<file path="src/rtl/keypad_pkg.sv">
// Shared types and helpers for the hex keypad scanner.
package keypad_pkg;

    localparam int KEY_W = 4;

    typedef enum logic [1:0] {
        KIND_NONE   = 2'b00,
        KIND_SINGLE = 2'b01,
        KIND_MULTI  = 2'b10
    } kind_t;

    typedef enum logic {
        RELEASED = 1'b0,
        HELD     = 1'b1
    } state_t;

    // Number of rows reporting a closed switch in one column sample.
    function automatic logic [2:0] count_ones(input logic [3:0] bits);
        logic [2:0] total;
        total = 3'd0;
        for (int i = 0; i < 4; i++) begin
            total = total + 3'(bits[i]);
        end
        return total;
    endfunction

    // Row index of the lowest set bit; only meaningful when one bit is set.
    function automatic logic [1:0] onehot_index(input logic [3:0] bits);
        logic [1:0] idx;
        idx = 2'd0;
        for (int i = 3; i >= 0; i--) begin
            if (bits[i]) begin
                idx = 2'(i);
            end
        end
        return idx;
    endfunction

endpackage

</file>
<file path="src/rtl/hex_keypad_scan_row_sync.sv">
// Two-flop synchronizer bringing the asynchronous row lines into the clock domain.
module row_sync #(
    parameter int WIDTH = 4
) (
    input  logic             i_Clk,
    input  logic             i_Rst,
    input  logic [WIDTH-1:0] raw,
    output logic [WIDTH-1:0] synced
);

    logic [WIDTH-1:0] meta;

    // Both stages clear on reset so a re-scan after reset starts from idle rows.
    always_ff @(posedge i_Clk) begin
        if (i_Rst) begin
            meta   <= '0;
            synced <= '0;
        end else begin
            meta   <= raw;
            synced <= meta;
        end
    end

endmodule

</file>
<file path="src/rtl/hex_keypad_scan.sv">
// 4x4 hex keypad scanner: column strobe, per-scan classification, debounce and press reporting.
module hex_keypad_scan #(
    parameter int SCAN_DIV       = 1024,
    parameter int DEBOUNCE_SCANS = 4
) (
    input  logic        i_Clk,
    input  logic        i_Rst,
    output logic [3:0]  o_Cols,
    input  logic [3:0]  i_Rows,
    output logic [3:0]  o_Key,
    output logic        o_Key_DV,
    output logic [15:0] o_Value,
    output logic        o_Held
);

    import keypad_pkg::*;

    localparam logic [15:0] DWELL_LAST = 16'(SCAN_DIV - 1);
    localparam logic [3:0]  STABLE_MAX = 4'(DEBOUNCE_SCANS);

    logic [3:0]       rows_sync;
    logic [15:0]      dwell;
    logic [1:0]       col_idx;
    logic             sample_now;
    logic             scan_end;

    kind_t            acc_kind;
    logic [KEY_W-1:0] acc_code;
    kind_t            merge_kind;
    logic [KEY_W-1:0] merge_code;

    kind_t            prev_kind;
    logic [KEY_W-1:0] prev_code;
    logic [3:0]       stable_cnt;
    logic [3:0]       stable_next;
    logic             result_same;

    state_t           state;
    state_t           next_state;
    logic             accept;

    row_sync #(.WIDTH(4)) u_row_sync (
        .i_Clk  (i_Clk),
        .i_Rst  (i_Rst),
        .raw    (i_Rows),
        .synced (rows_sync)
    );

    assign sample_now = (dwell == DWELL_LAST);
    assign scan_end   = sample_now && (col_idx == 2'd3);
    assign o_Held     = (state == HELD);

    // Dwell on each column, then rotate the one-hot strobe after its sample.
    always_ff @(posedge i_Clk) begin
        if (i_Rst) begin
            dwell   <= 16'd0;
            col_idx <= 2'd0;
            o_Cols  <= 4'b0001;
        end else if (sample_now) begin
            dwell   <= 16'd0;
            col_idx <= col_idx + 2'd1;
            o_Cols  <= {o_Cols[2:0], o_Cols[3]};
        end else begin
            dwell <= dwell + 16'd1;
        end
    end

    // Fold the current column's rows into the running scan classification.
    always_comb begin
        merge_kind = acc_kind;
        merge_code = acc_code;
        if (rows_sync != 4'd0) begin
            if ((acc_kind == KIND_NONE) && (count_ones(rows_sync) == 3'd1)) begin
                merge_kind = KIND_SINGLE;
                merge_code = {onehot_index(rows_sync), col_idx};
            end else begin
                merge_kind = KIND_MULTI;
                merge_code = '0;
            end
        end
    end

    // Per-scan accumulator, cleared once the last column has been folded in.
    always_ff @(posedge i_Clk) begin
        if (i_Rst || scan_end) begin
            acc_kind <= KIND_NONE;
            acc_code <= '0;
        end else if (sample_now) begin
            acc_kind <= merge_kind;
            acc_code <= merge_code;
        end
    end

    // Stable-count update: repeat of the previous scan result counts up, anything new restarts at 1.
    always_comb begin
        result_same = (merge_kind == prev_kind) && (merge_code == prev_code);
        stable_next = 4'd1;
        if (result_same) begin
            stable_next = (stable_cnt == STABLE_MAX) ? stable_cnt : stable_cnt + 4'd1;
        end
    end

    // Remember the last full-scan result and how many times in a row it was seen.
    always_ff @(posedge i_Clk) begin
        if (i_Rst) begin
            prev_kind  <= KIND_NONE;
            prev_code  <= '0;
            stable_cnt <= 4'd0;
        end else if (scan_end) begin
            stable_cnt <= stable_next;
            if (!result_same) begin
                prev_kind <= merge_kind;
                prev_code <= merge_code;
            end
        end
    end

    // Press/release decision, only on a scan end whose result is fully debounced.
    always_comb begin
        next_state = state;
        accept     = 1'b0;
        if (scan_end && (stable_next == STABLE_MAX)) begin
            case (state)
                RELEASED: begin
                    if (merge_kind == KIND_SINGLE) begin
                        accept     = 1'b1;
                        next_state = HELD;
                    end
                end
                HELD: begin
                    if (merge_kind == KIND_NONE) begin
                        next_state = RELEASED;
                    end
                end
                default: next_state = RELEASED;
            endcase
        end
    end

    // State register plus the registered key outputs, all updating on the accepting edge.
    always_ff @(posedge i_Clk) begin
        if (i_Rst) begin
            state    <= RELEASED;
            o_Key_DV <= 1'b0;
            o_Key    <= '0;
            o_Value  <= 16'h0000;
        end else begin
            state    <= next_state;
            o_Key_DV <= accept;
            if (accept) begin
                o_Key   <= merge_code;
                o_Value <= {o_Value[11:0], merge_code};
            end
        end
    end

endmodule
</file>
<file path="config.mk">
export PLATFORM = sky130hd
export DESIGN_NAME = hex_keypad_scan
export DESIGN_NICKNAME = d
export VERILOG_FILES = /design/src/rtl/keypad_pkg.sv /design/src/rtl/hex_keypad_scan_row_sync.sv /design/src/rtl/hex_keypad_scan.sv
export SDC_FILE = /design/constraint.sdc
export NUM_CORES = 1
export LEC_CHECK = 0
export ABC_CLOCK_PERIOD_IN_PS = 3500
export BUFFER_PORTS_ARGS = -buffer_cell sky130_fd_sc_hd__buf_2
export CAP_MARGIN = 20
export CORE_ASPECT_RATIO = 1.1
export CORE_UTILIZATION = 53
export DETAILED_ROUTE_END_ITERATION = 8
export GPL_ROUTABILITY_DRIVEN = 0
export PLACE_DENSITY = 0.84
export SLEW_MARGIN = 40
export SYNTH_ARGS = -nofsm -noshare
export SYNTH_HDL_FRONTEND = slang
export SYNTH_SLANG_ARGS = --single-unit
</file>
<file path="constraint.sdc">
create_clock -name i_Clk -period 3.5 [get_ports i_Clk]
set_input_delay 0.525 -clock i_Clk [delete_from_list [all_inputs] [get_ports i_Clk]]
set_output_delay 0.525 -clock i_Clk [all_outputs]
set_load 0.01 [all_outputs]
</file>
==> key figures <==
Floorplanning
  – FP Rows: 28
  – Core area: 5470 µm²
  – Chip Width: about 74 µm
  – Die area: roughly 6000 µm²
  – Starting density of the core: 0.559
  – # IOs: 32
  – Die H: 81.6 µm

STA
  – Max Freq: ~0.30 GHz
  – Hold Fails Final Rpt: 0
  – Final Max Tran Viols: 0
  – Setup Viol. Count Final: 0
  – Final period utilization: 0.953
  – Clk_skew: 0.00643 ns
  – Hold Slack: between 0.3 and 0.4 ns
  – Fin worst setup slack: between 0.15 and 0.2 ns
  – Worst slew margin: 0.626
  – Post-layout minimum cycle time: 3.33 ns
  – Worst slew pin tran: around 0.56 ns
  – Setup TNS: 0 ns
  – Unrepaired setup endpoints after global routing: no

Finish
  – Post-layout nets: 387
  – Post-Layout Inst Area: ~3600 µm²
  – Area Overhead vs Synth: 16.6%
  – Share of layout cells above drive strength 1: 0.204
  – Diode count: 0

Clock tree
  – CTS tree: built
  – Num Clock Sinks: 64
  – Root buf cell: clkbuf_8
  – CTS buffer count: 9
  – Htree depth: 3
  – Clk buf depth: 2
  – Clk_lat worst skew: roughly 0.34 ns
  – CTS Hold Bufs: 0
  – Clock-pin slew on the worst setup and hold paths: 0.07 ns

Drt
  – ANT nets after route: 0
  – Drt total wl: 5870 µm
  – Routed WL per cell: 13.0 µm
  – Initial DRC Count: a little under 100
  – Vias per Instance: around 5.4
  – Vias: 2,441
  – DR pass1 iterations: 4
  – Residual DRC count: 0

GRT
  – Met1 usage: 0.235
  – First-pass GRT wire length: roughly 9300 µm
  – Global route total overflow: 0
  – Number of global-route vias before repair: 2,173
  – GR Util met2: 0.340
  – Pin count of the biggest net entering global routing: between 50 and 60
  – Total GRT Usage: 0.204
  – Initial antenna violation count: 0
  – Met3 track demand over resource: 0.0663
  – GR peak layer: met2

Critical path
  – Critical Path Fanout Max: 7
  – Worst r2r src: u_row_sync.synced[0]
  – Worst Path Arrival: 3.56 ns
  – Crit. End Element: flop
  – Critical Path Start Type: flop
  – Critical path class: reg2reg
  – WP data required: about 3.7 ns
  – CP startpoint: u_row_sync.synced[0]

Power and ir drop
  – Peak supply drop: roughly 0.00032 V
  – Power Density: roughly 430 nW/µm²
  – Leakage: around 1.5 nW

Yosys
  – Sequential area share after synthesis: 0.420
  – Mapped cell area: 3050 µm²
  – Post-synth EDFFs: 0
  – Ys Warns: 0
  – Area leader, netlist: dfxtp_1
  – Main synth FF type: dfxtp_1
  – Synthesized area per cell: 9.17 µm²
  – Cell count after synthesis: ~330
  – Syn nets: about 350
  – Synthesis-stage register bit count: 64
  – Distinct cell type count after synthesis: 48
  – Top post-synthesis cells by count: dfxtp_1, nor2_1, nand2b_1, mux2i_1, a21oi_1
  – Asr flop ratio synth: 0
  – Most frequent cell after synthesis: dfxtp_1
  – Area share of the largest cell type after synthesis: 0.420
  – Synth area leaders: dfxtp_1, mux2i_1, nor2_1

Job
  – Max-cap violations: 0

Placed design
  – Place WS: 0.00881 ns
  – Port Buffers: 31
  – HPWL after detailed placement: around 4000 µm
  – Placed Area: ~3300 µm²

Hold path
  – HP Start: i_Rows[1]
  – Worst min path class: in2reg

Outcome
  – Status: finished, final reports clean
==> critical path: stages, from the launching register on <==
cell      delay (ns)
dfxtp_2         0.35
inv_1           0.09
fa_1            0.55
inv_1           0.05
ha_1            0.17
ha_1            0.31
nor2_4          0.15
nand2_2         0.12
o311a_1         0.37
a311oi_1        0.24
buf_4           0.19
nor4_4          0.04
buf_4           0.18
nand2_4         0.08
mux2_2          0.34
==> layer usage <==
layer	vias up	routed length [µm]
met2	64	2790
met3	14	294
met5	-	0
li1	1234	-
met4	0	113
met1	1129	2670
==> placed cells by master, fill, tap and decap left out, types with 2 or more instances in the layout <==
master,instances
dfxtp_1,63
nor2_1,43
buf_2,30
nand2b_1,22
mux2i_1,17
a21oi_1,15
nor2b_1,14
inv_1,13
buf_4,13
nand3_1,12
nand2_1,12
o21ai_0,11
clkbuf_8,10
xnor2_1,9
xor2_1,9
ha_1,7
or3_1,6
nand4_1,5
and3_1,5
a22oi_1,5
nor3_1,4
or4_1,3
o31ai_1,3
mux2_2,3
a31o_2,3
or4bb_1,2
a2bb2oi_1,2
nor4bb_1,2
o22ai_1,2
o311a_1,2
nor4_1,2
clkinvlp_4,2
bufinv_16,2
==> cells by family after synthesis <==
kind of cell,share of synthesized area
AND/OR/NAND/NOR,0.278
buffers and inverters,0.0443
XOR/XNOR,0.0516
flip-flops,0.420
multiplexers,0.0668
AO/OA/AOI/OAI,0.104
adder cells (fa/ha/maj),0.0352
==> state kept, by name (all words and copies together), names as in the netlist, 4 cells and up, named ones only <==
name               cells
acc_code               4
dwell                 16
u_row_sync.meta        4
stable_cnt             4
o_Cols                 4
o_Value               13
u_row_sync.synced      4
prev_code              4
==> layout make-up <==
class	instances	area [µm²]
clock buffer	11	141
clock inverter	5	80.1
fill	475	1910
sequential	64	1280
timing repair buffer	44	259
multi-input combinational	241	1650
inverter	13	48.8
tap	75	93.8
==> what timing repair did <==
action / in CTS / in global routing
gates resized for setup: 1 / 6
endpoints found under the setup margin: 10 / 26
buffers inserted: 2 / 0
pin swaps: 1 / 0
==> stage by stage <==
| step | std cells | power [mW] | utilization |
|---|---|---|---|
| 6_report | 453 | 1.54 | 0.651 |
| 5_1_grt | 453 | 1.59 | 0.651 |
| 4_1_cts | 453 | 1.54 | 0.647 |
| 3_5_place_dp | 435 | 0.856 | 0.603 |
| 3_3_place_gp | 435 | 0.853 | 0.603 |
| 2_1_floorplan | 333 | 0.827 | - |
==> power breakdown <==
group | total (mW) | switching [mW] | internal, mW
combinational | 0.105 | 0.0635 | 0.0413
sequential | 0.741 | 0.00507 | 0.736
clock | 0.690 | 0.271 | 0.419
total | 1.54 | 0.340 | 1.20
==> worst paths after layout <==
path                          end  slack (ns)  cells past startpoint
max reg2reg              o_Key[1]        0.17                     14
min reg2reg  u_row_sync.synced[3]        0.44                      1
min            u_row_sync.meta[1]        0.39                      2
max                      o_Key[1]        0.17                     14
No activity file was read; power rests on OpenSTA's default activity.
